$ cat src/rtl/tuart_rx.sv
// tuart_rx: 8N1 UART receiver that groups bytes into SUMP-style commands.
// Short command: one byte with bit 7 clear.
// Long command: an opcode with bit 7 set, followed by four parameter bytes, LSB byte first.
module tuart_rx #(
    parameter int unsigned CLKS_PER_BIT = 10,
    parameter int unsigned WORD_BITS    = 8
) (
    input  logic        clk_i,
    input  logic        rst_i,
    input  logic        rx_i,
    output logic [7:0]  opcode_o,
    output logic [31:0] data_o,
    output logic        exec_o
);

    localparam int unsigned CNT_W  = $clog2(CLKS_PER_BIT);
    localparam int unsigned HALF   = CLKS_PER_BIT / 2;
    localparam int unsigned BIT_W  = $clog2(WORD_BITS);
    localparam int unsigned BCNT_W = 3;

    typedef enum logic [1:0] {
        S_IDLE,
        S_START,
        S_DATA,
        S_STOP
    } state_e;

    logic                 rx_meta_q, rx_s_q;
    state_e               state_q, state_d;
    logic [CNT_W-1:0]     cnt_q, cnt_d;
    logic [BIT_W-1:0]     bit_q, bit_d;
    logic [WORD_BITS-1:0] shift_q, shift_d;
    logic                 fe_q, fe_d;
    logic                 byte_vld_q, byte_vld_d;
    logic                 ferr_q, ferr_d;
    logic [BCNT_W-1:0]    bcnt_q, bcnt_d;
    logic [7:0]           opc_q, opc_d;
    logic [31:0]          acc_q, acc_d;
    logic [7:0]           opcode_q, opcode_d;
    logic [31:0]          data_q, data_d;
    logic                 exec_q, exec_d;

    // Bit FSM: start detection, mid-bit sampling, stop check and framing-error hold.
    always_comb begin
        state_d    = state_q;
        cnt_d      = cnt_q;
        bit_d      = bit_q;
        shift_d    = shift_q;
        fe_d       = fe_q;
        byte_vld_d = 1'b0;
        ferr_d     = 1'b0;
        case (state_q)
            S_IDLE: begin
                fe_d = 1'b0;
                if (!rx_s_q) begin
                    cnt_d   = CNT_W'(HALF - 1);
                    state_d = S_START;
                end
            end
            S_START: begin
                if (cnt_q != '0) begin
                    cnt_d = cnt_q - CNT_W'(1);
                end else if (rx_s_q) begin
                    state_d = S_IDLE;
                end else begin
                    cnt_d   = CNT_W'(CLKS_PER_BIT - 1);
                    bit_d   = '0;
                    state_d = S_DATA;
                end
            end
            S_DATA: begin
                if (cnt_q != '0) begin
                    cnt_d = cnt_q - CNT_W'(1);
                end else begin
                    shift_d = {rx_s_q, shift_q[WORD_BITS-1:1]};
                    cnt_d   = CNT_W'(CLKS_PER_BIT - 1);
                    if (bit_q == BIT_W'(WORD_BITS - 1)) begin
                        state_d = S_STOP;
                    end else begin
                        bit_d = bit_q + BIT_W'(1);
                    end
                end
            end
            S_STOP: begin
                if (cnt_q != '0) begin
                    cnt_d = cnt_q - CNT_W'(1);
                end else if (rx_s_q) begin
                    // A line that recovers after a framing error yields no byte.
                    byte_vld_d = !fe_q;
                    fe_d       = 1'b0;
                    state_d    = S_IDLE;
                end else if (!fe_q) begin
                    fe_d   = 1'b1;
                    ferr_d = 1'b1;
                end
            end
            default: state_d = S_IDLE;
        endcase
    end

    // Command assembly: the byte counter walks 0..4 for long commands.
    always_comb begin
        bcnt_d   = bcnt_q;
        opc_d    = opc_q;
        acc_d    = acc_q;
        opcode_d = opcode_q;
        data_d   = data_q;
        exec_d   = 1'b0;
        if (ferr_q) begin
            bcnt_d = '0;
        end else if (byte_vld_q) begin
            if (bcnt_q == '0) begin
                if (!shift_q[7]) begin
                    opcode_d = shift_q;
                    data_d   = '0;
                    exec_d   = 1'b1;
                end else begin
                    opc_d  = shift_q;
                    acc_d  = '0;
                    bcnt_d = BCNT_W'(1);
                end
            end else begin
                case (bcnt_q)
                    BCNT_W'(1): acc_d[7:0]   = shift_q;
                    BCNT_W'(2): acc_d[15:8]  = shift_q;
                    BCNT_W'(3): acc_d[23:16] = shift_q;
                    default:    acc_d[31:24] = shift_q;
                endcase
                if (bcnt_q == BCNT_W'(4)) begin
                    opcode_d = opc_q;
                    data_d   = acc_d;
                    exec_d   = 1'b1;
                    bcnt_d   = '0;
                end else begin
                    bcnt_d = bcnt_q + BCNT_W'(1);
                end
            end
        end
    end

    // State registers, including the two-flop input synchronizer.
    always_ff @(posedge clk_i) begin
        if (rst_i) begin
            rx_meta_q  <= 1'b1;
            rx_s_q     <= 1'b1;
            state_q    <= S_IDLE;
            cnt_q      <= '0;
            bit_q      <= '0;
            shift_q    <= '0;
            fe_q       <= 1'b0;
            byte_vld_q <= 1'b0;
            ferr_q     <= 1'b0;
            bcnt_q     <= '0;
            opc_q      <= '0;
            acc_q      <= '0;
            opcode_q   <= '0;
            data_q     <= '0;
            exec_q     <= 1'b0;
        end else begin
            rx_meta_q  <= rx_i;
            rx_s_q     <= rx_meta_q;
            state_q    <= state_d;
            cnt_q      <= cnt_d;
            bit_q      <= bit_d;
            shift_q    <= shift_d;
            fe_q       <= fe_d;
            byte_vld_q <= byte_vld_d;
            ferr_q     <= ferr_d;
            bcnt_q     <= bcnt_d;
            opc_q      <= opc_d;
            acc_q      <= acc_d;
            opcode_q   <= opcode_d;
            data_q     <= data_d;
            exec_q     <= exec_d;
        end
    end

    assign opcode_o = opcode_q;
    assign data_o   = data_q;
    assign exec_o   = exec_q;

endmodule

$ cat config.mk
export PLATFORM = sky130hd
export DESIGN_NAME = tuart_rx
export DESIGN_NICKNAME = d
export VERILOG_FILES = /design/src/rtl/tuart_rx.sv
export SDC_FILE = /design/constraint.sdc
export NUM_CORES = 1
export LEC_CHECK = 0
export CAP_MARGIN = 5
export CORE_ASPECT_RATIO = 1.25
export CORE_UTILIZATION = 56
export DETAILED_ROUTE_END_ITERATION = 16
export GPL_TIMING_DRIVEN = 1
export PLACE_DENSITY_LB_ADDON = 0.12
export SYNTH_ARGS = -nofsm -noshare
export SYNTH_HDL_FRONTEND = slang
export SYNTH_SLANG_ARGS = --single-unit
$ cat constraint.sdc
create_clock -name clk_i -period 2.3 [get_ports clk_i]
set_input_delay 0.46 -clock clk_i [delete_from_list [all_inputs] [get_ports clk_i]]
set_output_delay 0.46 -clock clk_i [all_outputs]
set_load 0.1 [all_outputs]
# After elaboration in Yosys (flattened, before gate mapping)
# Cells that the tools add are included.
[op_classes] reduce_logical=21 muxes=41 n_bitwise=5 add_sub_neg=3 n_eq_ne=20
[ops] op="$mux W32" count=5
[ops] op="$mux W8" count=7
[ops] op="$ne A2 B2 Y1 const B" count=11
[ops] op="$mux W3" count=7
[ops] op="$mux W4" count=5
[ops] op="$pmux W4 S4" count=1
[ops] op="$mux W2" count=7
[ops] op="$pmux W2 S4" count=1
[ops] op="$reduce_and A4 Y1" count=2
[ops] op="$reduce_or A4 Y1" count=2
[ops] op="$add A3 B1 Y3 const B" count=2
[ops] op="$eq A3 B2 Y1 const B" count=2
[ops] op="$eq A3 B3 Y1 const B" count=2
[ops] op="$mux W1" count=6
[ops] op="$pmux W3 S2" count=1
[ops] op="$reduce_and A2 Y1" count=3
[ops] op="$reduce_and A3 Y1" count=2
[ops] op="$reduce_and A6 Y1" count=1
[ops] op="$reduce_bool A2 Y1" count=3
[ops] op="$reduce_or A3 Y1" count=2
[ops] op="$not A1 Y1" count=5
[ops] op="$reduce_and A5 Y1" count=1
[ops] op="$eq A2 B2 Y1 const B" count=2
[ops] op="$reduce_bool A4 Y1" count=1
[ops] op="9 further kinds" count=9
[totals] input_bits=3 word_cells=105 out_inout_bits=41 ff_bits=106

# Longest topological paths before layout
# Gate-level depths: netlist (run 1).
[depth] depth_word=5 mapped_depth=9

# Least setup slack after synthesis (run 1)
# Ideal clock, no wire load.
[synth_timing] path_kind="register -> register" from="register cnt_q[0]" to="register (tool-made name)" required_time_ns=2.230 t_arrival_ns=1.843 period_less_slack_ns=1.913 slack_ns=0.387 stages_incl_launch_ff=8 setup_time_ns=0.070 path_cell_list="dfxtp_1 > inv_1 > ha_1 > or3b_1 > buf_2 > o32a_1 > or4b_1 > a21oi_1"
[synth_lines] item="from (decl)" line_no="30" rtl="logic [CNT_W-1:0] cnt_q, cnt_d;"
[synth_lines] item="from (signal assigned)" line_no="163" rtl="cnt_q <= cnt_d;"

# Final worst setup path (run 1)
[layout_timing] from="register bcnt_q[0]" to="register acc_q[5]"
[layout_between] elab_chain_cells=3 word_cells_on_any_way=6 classes_between="2 x eq/ne; 2 x mux; 2 x reduce/logical"
[layout_lines] item="from (decl)" line_no="36" rtl="logic [BCNT_W-1:0] bcnt_q, bcnt_d;"
[layout_lines] item="from (signal assigned)" line_no="169" rtl="bcnt_q <= bcnt_d;"
[layout_lines] item="$logic_not A3 Y1 or $eq A3 B1 Y1 (tied branches)" line_no="112, 123"
[layout_lines] item="$ne A2 B2 Y1 (no line) or $mux W8 (tied branches)"
[layout_lines] item="$reduce_and A3 Y1 (no line) or $mux W32 (tied branches)"
[layout_lines] item="to (signal assigned)" line_no="155" rtl="acc_q <= '0;"
[layout_lines] item="to (signal assigned)" line_no="171" rtl="acc_q <= acc_d;"
[layout_lines] item="to (decl)" line_no="38" rtl="logic [31:0] acc_q, acc_d;"
# Several ways; a longest one is shown, not always the timed one.
# A chain may end at the register's enable or synchronous reset.

==> results of run 1 <==
cells in the mapped netlist (7+ instances only):
| master | n | share of area |
|---|---|---|
| dfxtp_1 | 105 | 0.50 |
| a22oi_1 | 24 | 0.043 |
| clkbuf_1 | 25 | 0.022 |
| inv_1 | 9 | 0.0080 |
| ha_1 | 13 | 0.038 |
| a22o_1 | 17 | 0.035 |
| a311oi_1 | 7 | 0.014 |
| o21ai_0 | 12 | 0.014 |
| mux2i_1 | 11 | 0.026 |
| nand3_1 | 7 | 0.0083 |
| nor2_1 | 65 | 0.058 |
| nand2_1 | 73 | 0.065 |
| a211oi_1 | 14 | 0.025 |
| a21oi_1 | 41 | 0.048 |
state kept, by name, summed over array words and instances, names as in the netlist, 3 cells and up, named ones only:
register	count
opcode_o	8
bcnt_q	3
bit_q	3
acc_q	31
data_o	32
opc_q	8
shift_q	8
cnt_q	4
layer usage:
metal  part of all wire  up-vias
li1                   -     1759
met1               0.46     1624
met2               0.47       86
met3              0.041       20
met4              0.027        0
met5                  0        -
power groups by stage:
stage                     Sequential [mW]  Clock, mW  Combinational, mW
final                                1.84       1.20              0.159
after global routing                 1.85       1.31              0.177
after CTS                            1.84       1.22              0.157
after detailed placement             1.88          0              0.157
after global placement               1.88          0              0.152
after floorplan                      1.88          0              0.128
worst max-delay path, cell delays in order (launching register included):
cell and delay (ns):
dfxtp_1 0.44, inv_1 0.11, ha_1 0.31, or2_2 0.34, a31oi_1 0.60, a22o_1 0.23
cell families (layout without fill, tap and decap cells):
family	Yosys count	in the layout	synth area share
multiplexers	11	11	0.0260
flip-flops	105	105	0.496
adder cells (fa/ha/maj)	13	13	0.0384
buffers and inverters	46	82	0.0434
AND/OR/NAND/NOR	177	177	0.181
AO/OA/AOI/OAI	134	134	0.215
area by class of cell:
| cell class | instances | area share |
|---|---|---|
| clock buffers | 11 | 0.0312 |
| clock inverters | 5 | 0.0129 |
| inverters | 10 | 0.00774 |
| multi-input cells | 335 | 0.402 |
| flip-flops and latches | 105 | 0.433 |
| well taps | 92 | 0.0237 |
| repair buffers | 56 | 0.0893 |
stage by stage:
step / util / power [mW] / setup slack (ns)
2_1_floorplan: - / 2.01 / 0.387
3_3_place_gp: 0.630 / 2.04 / 0.352
3_5_place_dp: 0.630 / 2.04 / 0.265
4_1_cts: 0.659 / 3.22 / 0.232
5_1_grt: 0.659 / 3.33 / 0.0992
6_report: 0.659 / 3.20 / 0.215
worst max-delay path by stage:
stage | to | slack, ns | startpoint
floorplan | register | 0.39 | cnt_q[0]
global placement | register | 0.35 | cnt_q[0]
detailed placement | register | 0.26 | cnt_q[0]
CTS | register | 0.23 | cnt_q[0]
global route | acc_q[8] | 0.1 | bcnt_q[0]
finish | acc_q[5] | 0.22 | bcnt_q[0]
cell usage in the layout, fill, tap and decap left out, types with 12 or more instances in the layout:
cell type  instances
o21ai_0           12
ha_1              13
nor2_1            65
a211oi_1          14
nand2_1           73
a22o_1            17
a22oi_1           24
buf_4             53
dfxtp_1          105
a21oi_1           41
==> results.json, run 1 <==
{
  "numCtsBuffers": 9,
  "worstHoldPathCells": 1,
  "synth-main-ff-cell": "dfxtp_1",
  "grt_use_met3": 0.0523,
  "clock-root-buffer": "clkbuf_8",
  "min_path_type": "register to register",
  "r2r_end": "acc_q[5]",
  "synth_seq_cells": 105,
  "min_to": "rx_s_q",
  "max_slew_margin": 0.466,
  "ir_worst_vdd_uv": 308,
  "fmax_ghz": 0.480,
  "tritoncts": "yes",
  "nFillCells": 596,
  "hold_buffers": 0,
  "grt_pass1_vias": 3157,
  "drtIter0Drc": 128,
  "hold_viol": 0,
  "rows": 35,
  "detail_route.drc_violations": 0,
  "setup_viol": 0,
  "hold_path_startpoint": "rx_meta_q",
  "hold_slack_ns": 0.416,
  "synth_cell_types": 45,
  "fin_setup_tns_ns": 0,
  "syn_area_sq_mm": 0.00423,
  "startpoint_type": "register",
  "via_per_inst": 5.68,
  "finalCritPeriodShare": 0.906,
  "overflow": 0,
  "syn_avg_cell_area_sq_um": 8.71,
  "cts.sinks": 105,
  "pin_count": 44,
  "final-seq-area_sq_mm": 0.00210,
  "switching_share": 0.232,
  "grt_max_degree": 38,
  "antenna_found_initial": 0,
  "synth_warnings": 0,
  "cts_resized": 0,
  "synth_edf_count": 0,
  "die_x_um": 79.8,
  "slew_viol_final": 0,
  "cts_setup_buffers": 0,
  "fin_cells": 614,
  "clock_latency_ns": 0.36,
  "end_kind": "register",
  "ys_seq_area_frac": 0.496,
  "crit_fanout": 10,
  "synthCells": 486,
  "final_area_sq_mm": 0.00485,
  "antenna_cells": 0,
  "die_area_sq_mm": 0.00791,
  "power_density_mw_per_mm2": 660,
  "grt_pass1_wl_um": 15000,
  "final_nets": 533,
  "dp_hpwl_um": 6050,
  "place_inst": 598,
  "drv_cap": 0,
  "worst_slew_pin_slew_ns": 0.795,
  "skew_ns": 0.0113,
  "p_leak_nw": 1.75,
  "clkPwrFrac": 0.374,
  "use_met2": 0.382,
  "critPathArrivalTime_ns": 2.39,
  "power_frac_seq": 0.576,
  "period_needed_ns": 2.08,
  "path_class": "register to register",
  "r2r_start": "bcnt_q[0]",
  "core_area_sq_mm": 0.00736,
  "grt.total_usage": 0.243,
  "p_int_mw": 2.46,
  "multiInputGateArea_sq_mm": 0.00195,
  "areaGrowthSynthToFinish_pct": 14.5,
  "ys_async_sr_fraction": 0,
  "postPlaceCellArea_sq_mm": 0.00464,
  "routed_wl_um": 9040,
  "drtAntennaViolNets": 0,
  "rsz0062_at_grt": "no",
  "synth_nets": 502,
  "busiest_layer": "met2",
  "port_buffers": 43,
  "outcome": "complete, no violations",
  "clk_pin_slew_worst_paths_ns": 0.10,
  "start_util": 0.576,
  "fp.dieH_um": 99.2,
  "p_sw_uw": 742,
  "wl_per_cell_um": 14.7,
  "comb_power_share": 0.050,
  "vias": 3489,
  "htreeDepth": 3,
  "r2r_cells": 5,
  "crit_required_ns": 2.61,
  "drive_gt1_frac": 0.148,
  "grt_use_met1": 0.321,
  "rrSetupSlack_ns": 0.22,
  "place_congestion": 0.835,
  "cts_buffer_depth": 2,
  "drt_first_pass_iters": 4
}
(Power assumes the default switching activity.)
==> inputs of run 2 (changes only) <==
CORE_UTILIZATION = 50   (was 56)
clock period = 2.15 ns   (was 2.3 ns; I/O delays follow)
==> results.json, run 2 (same netlist as run 1, synthesis figures left out) <==
{
  "cts_buffer_depth": 2,
  "rsz0062_at_grt": "no",
  "grt_pass1_vias": 3317,
  "rrSetupSlack_ns": 0.11,
  "hold_viol": 0,
  "htreeDepth": 3,
  "port_buffers": 43,
  "violations": "DRC",
  "end_kind": "register",
  "dp_hpwl_um": 6070,
  "clock_latency_ns": 0.37,
  "via_per_inst": 5.63,
  "layout_commonest_cell": "dfxtp_1",
  "cpPeakStageDelay_ns": 0.52,
  "largest_reg_flops": 32,
  "crit_fanout": 6,
  "p_leak_nw": 1.78,
  "die_x_um": 84.3,
  "clkPwrFrac": 0.375,
  "comb_power_share": 0.053,
  "pin_count": 44,
  "worst-path-buf-inv": 1,
  "clock-root-buffer": "clkbuf_8",
  "p_sw_uw": 768,
  "cpMaxStageDelayCell": "or4b_1",
  "cts_setup_buffers": 0,
  "fin_cells": 624,
  "hold_slack_ns": 0.345,
  "drive_gt1_frac": 0.161,
  "antenna_found_initial": 0,
  "nFillCells": 777,
  "critPathArrivalTime_ns": 2.34,
  "antenna_cells": 0,
  "cts.sinks": 105,
  "layout_common_cells": "dfxtp_1 (105), nand2_1 (73), nor2_1 (65), buf_4 (59), a21oi_1 (41)",
  "drv_cap": 0,
  "layout_setup_ws_ns": 0.112,
  "vias": 3511,
  "power_density_mw_per_mm2": 702,
  "start_util": 0.514,
  "pre_cts_ws_ns": 0.119,
  "tritoncts": "yes",
  "skew_ns": 0.0105,
  "power.total_mw": 3.44,
  "place_congestion": 0.885,
  "grt_max_degree": 65,
  "p_int_mw": 2.67,
  "startpoint_type": "register",
  "fmax_ghz": 0.491,
  "drtIter0Drc": 192,
  "drt_first_pass_iters": 10,
  "final_util": 0.595,
  "numCtsBuffers": 9,
  "crit_chain": "inv_1, ha_2, or3b_4, o32a_1, or4b_1, a21oi_1",
  "die_area_sq_mm": 0.00884,
  "min_path_type": "primary input to register",
  "worst_slew_pin_slew_ns": 0.842,
  "power_frac_seq": 0.573,
  "detail_route.drc_violations": 7,
  "crit_required_ns": 2.45,
  "postPlaceCellArea_sq_mm": 0.00469,
  "switching_share": 0.223,
  "drtAntennaViolNets": 0,
  "areaGrowthSynthToFinish_pct": 15.8,
  "core_area_sq_mm": 0.00824,
  "crit_family": "simple AND/OR/NAND/NOR gates",
  "slew_viol_final": 0,
  "wl_per_cell_um": 14.9,
  "grt_pass1_wl_um": 15800,
  "overflow": 0,
  "setup_viol": 0,
  "max_slew_margin": 0.435,
  "routed_wl_um": 9270,
  "rows": 37,
  "path_class": "register to register",
  "fp.dieH_um": 105,
  "fin_setup_tns_ns": 0,
  "grt.total_usage": 0.224,
  "final_nets": 539,
  "outcome": "finished, violations left",
  "clk_pin_slew_worst_paths_ns": 0.09,
  "place_inst": 609,
  "period_needed_ns": 2.04,
  "finalCritPeriodShare": 0.948,
  "final_area_sq_mm": 0.00490,
  "ir_worst_vdd_uv": 395
}
## run 2: cell types whose count changed in the layout (fill, tap and decap cells not counted), sizes merged
cell      before  now
bufinv         1    2
clkbuf        11    9
buf           55   61
clkinvlp       1    0
inv           10    9
clkinv         3    5
## run 2: worst reg2reg max path, stage by stage (launching register included)
cell and delay [ns]:
dfxtp_1 0.36, inv_1 0.10, ha_2 0.20, or3b_4 0.42, o32a_1 0.21, or4b_1 0.52, a21oi_1 0.15
## run 2: per-layer routing
metal | up-vias | global-route usage | part of all wire
met5 | - | 0 | 0
met4 | 0 | 0.0961 | 0.021
met3 | 18 | 0.0363 | 0.032
met2 | 69 | 0.368 | 0.47
met1 | 1648 | 0.290 | 0.48
li1 | 1776 | - | -
## run 2: layout make-up
cell class / instances / area (sq um) / share of cell area
Clock inverter: 6 / 83.8 / 0.0171
Inverter: 10 / 37.5 / 0.00766
Multi-Input combinational cell: 335 / 1960 / 0.399
Sequential cell: 105 / 2100 / 0.429
Tap cell: 97 / 121 / 0.0248
Timing Repair Buffer: 62 / 478 / 0.0975
Clock buffer: 9 / 124 / 0.0253
## run 2: path summary, 6_finish.rpt
kind,cells after the start,start,end
worst min-delay path,3,rst_i,bcnt_q[0]
worst max register to register,6,cnt_q[0],register
worst min register to register,1,rx_meta_q,rx_s_q
worst max-delay path,6,cnt_q[0],register
## run 2: power groups by stage
stage / clock (mW) / sequential (mW) / combinational, mW
after floorplan: 0 / 2.01 / 0.137
after global placement: 0 / 2.02 / 0.172
after detailed placement: 0 / 2.02 / 0.177
after global routing: 1.40 / 1.97 / 0.200
after CTS: 1.31 / 1.97 / 0.177
final: 1.29 / 1.97 / 0.181
## run 2: repair_timing
item	4_1_cts	5_1_grt
endpoints found under the setup margin	0	2
hold buffers	0	0
gates resized for setup	0	3
==> inputs of run 3 (changes only) <==
CELL_PAD_IN_SITES_DETAIL_PLACEMENT = 0   (was unset)
CELL_PAD_IN_SITES_GLOBAL_PLACEMENT = 1   (was unset)
CORE_UTILIZATION = 38   (was 50)
HOLD_SLACK_MARGIN = 0.03   (was unset)
clock period = 1.8 ns   (was 2.15 ns; I/O delays follow)
==> results.json, run 3 (same netlist as run 1, synthesis figures left out) <==
{
  "place_inst": 654,
  "fp.dieH_um": 120,
  "die_area_sq_mm": 0.0116,
  "clock-root-buffer": "clkbuf_16",
  "critPathArrivalTime_ns": 2.03,
  "pin_count": 44,
  "r2r_cells": 6,
  "power_density_mw_per_mm2": 792,
  "detail_route.drc_violations": 0,
  "pre_cts_ws_ns": -0.0336,
  "drt_first_pass_iters": 5,
  "worst_slew_pin_slew_ns": 0.531,
  "rsz0062_at_grt": "yes",
  "port_buffers": 43,
  "final_util": 0.546,
  "crit_chain": "buf_4, ha_1, or2_2, o21ai_4, a22oi_1, a211oi_1",
  "min_path_type": "primary input to register",
  "antenna_found_initial": 0,
  "grt.total_usage": 0.189,
  "period_needed_ns": 1.77,
  "drive_gt1_frac": 0.220,
  "slew_viol_final": 0,
  "largest_reg_flops": 32,
  "drv_cap": 0,
  "tritoncts": "yes",
  "htreeDepth": 3,
  "finalCritPeriodShare": 0.983,
  "dp_hpwl_um": 6710,
  "hold_viol": 0,
  "place_congestion": 0.850,
  "grt_max_degree": 52,
  "antenna_cells": 0,
  "end_kind": "register",
  "areaGrowthSynthToFinish_pct": 38.3,
  "wl_per_cell_um": 15.2,
  "overflow": 0,
  "cts.sinks": 105,
  "grt_pass1_wl_um": 16700,
  "wl_met2_um": 5040,
  "max_slew_margin": 0.644,
  "clk_pin_slew_worst_paths_ns": 0.07,
  "grt_pass1_vias": 3249,
  "outcome": "complete, no violations",
  "routed_wl_um": 10300,
  "fin_cells": 677,
  "worstHoldPathCells": 3,
  "drtIter0Drc": 190,
  "layout_commonest_cell": "dfxtp_1",
  "crit_required_ns": 2.06,
  "cts_buffer_depth": 2,
  "skew_ns": 0.00654,
  "final_nets": 556,
  "rows": 42,
  "startpoint_type": "register",
  "fmax_ghz": 0.565,
  "top_layer_used": "met4",
  "numCtsBuffers": 9,
  "clock_latency_ns": 0.34,
  "start_util": 0.395,
  "crit_fanout": 7,
  "die_x_um": 96.4,
  "core_area_sq_mm": 0.0107,
  "route.met3.wl_um": 323,
  "path_class": "register to register",
  "met1_length_um": 4710,
  "setup_viol": 0,
  "cpMaxStageDelayCell": "dfxtp_2",
  "ir_worst_vdd_uv": 511,
  "drtAntennaViolNets": 0,
  "vias": 3579,
  "p_leak_nw": 2.06,
  "via_per_inst": 5.29,
  "layout_common_cells": "dfxtp_1 (100), nand2_1 (73), nor2_1 (63), buf_12 (45), a21oi_1 (40)",
  "cpPeakStageDelay_ns": 0.34,
  "layout_setup_ws_ns": 0.0309,
  "nFillCells": 984
}
-- run 3: repair_timing --
| item | in CTS | in global routing |
|---|---|---|
| endpoints found under the setup margin | 9 | 84 |
| cloned | 0 | 2 |
| hold buffers | 0 | 0 |
| pin swaps | 0 | 11 |
| buffers inserted | 0 | 5 |
| gates resized for setup | 3 | 19 |
| hold endpoints to repair | 0 | 0 |
-- run 3: final timing paths --
kind             start          to  slack, ns
max          bcnt_q[0]  data_o[26]       0.03
max reg2reg  bcnt_q[0]  data_o[26]       0.03
min reg2reg  rx_meta_q      rx_s_q       0.42
min              rst_i   bcnt_q[0]       0.33
-- run 3: layout make-up --
class                      instances  area (sq um)  share of cell area
sequential                       105          2110               0.360
multi-input combinational        335          2030               0.347
timing repair buffer              79          1200               0.205
clock buffer                      10           239              0.0408
tap                              132           165              0.0282
clock inverter                     6          73.8              0.0126
inverter                          10          37.5             0.00641
-- run 3: report_power, final --
part | switching (mW) | internal, mW | leakage [nW]
Sequential | 0.0194 | 2.34 | 0.849
Combinational | 0.147 | 0.116 | 1.06
Clock | 0.885 | 1.13 | 0.154
-- run 3: per-stage QoR --
stage | area (sq um) | setup TNS (ns) | power [mW] | hold slack (ns)
floorplan | 4250 | -0.0313 | 2.57 | 0.389
global placement | 5360 | 0 | 2.64 | 0.391
detailed placement | 5360 | -0.168 | 2.64 | 0.396
CTS | 5680 | 0 | 4.69 | 0.324
global route | 5860 | -0.751 | 4.83 | 0.331
finish | 5860 | 0 | 4.64 | 0.331
-- run 3: layer usage --
metal	track usage	up-vias
met5	0	-
met4	0.0689	0
met3	0.0342	16
met2	0.299	55
met1	0.254	1695
li1	-	1813
-- run 3: critical path: cells and delay by family (launching register included) --
family,cells,cell delay [ns]
fa+ha+maj,1,0.23
flops,1,0.34
simple gates,1,0.32
buf+inv,1,0.14
compound gates,3,0.66
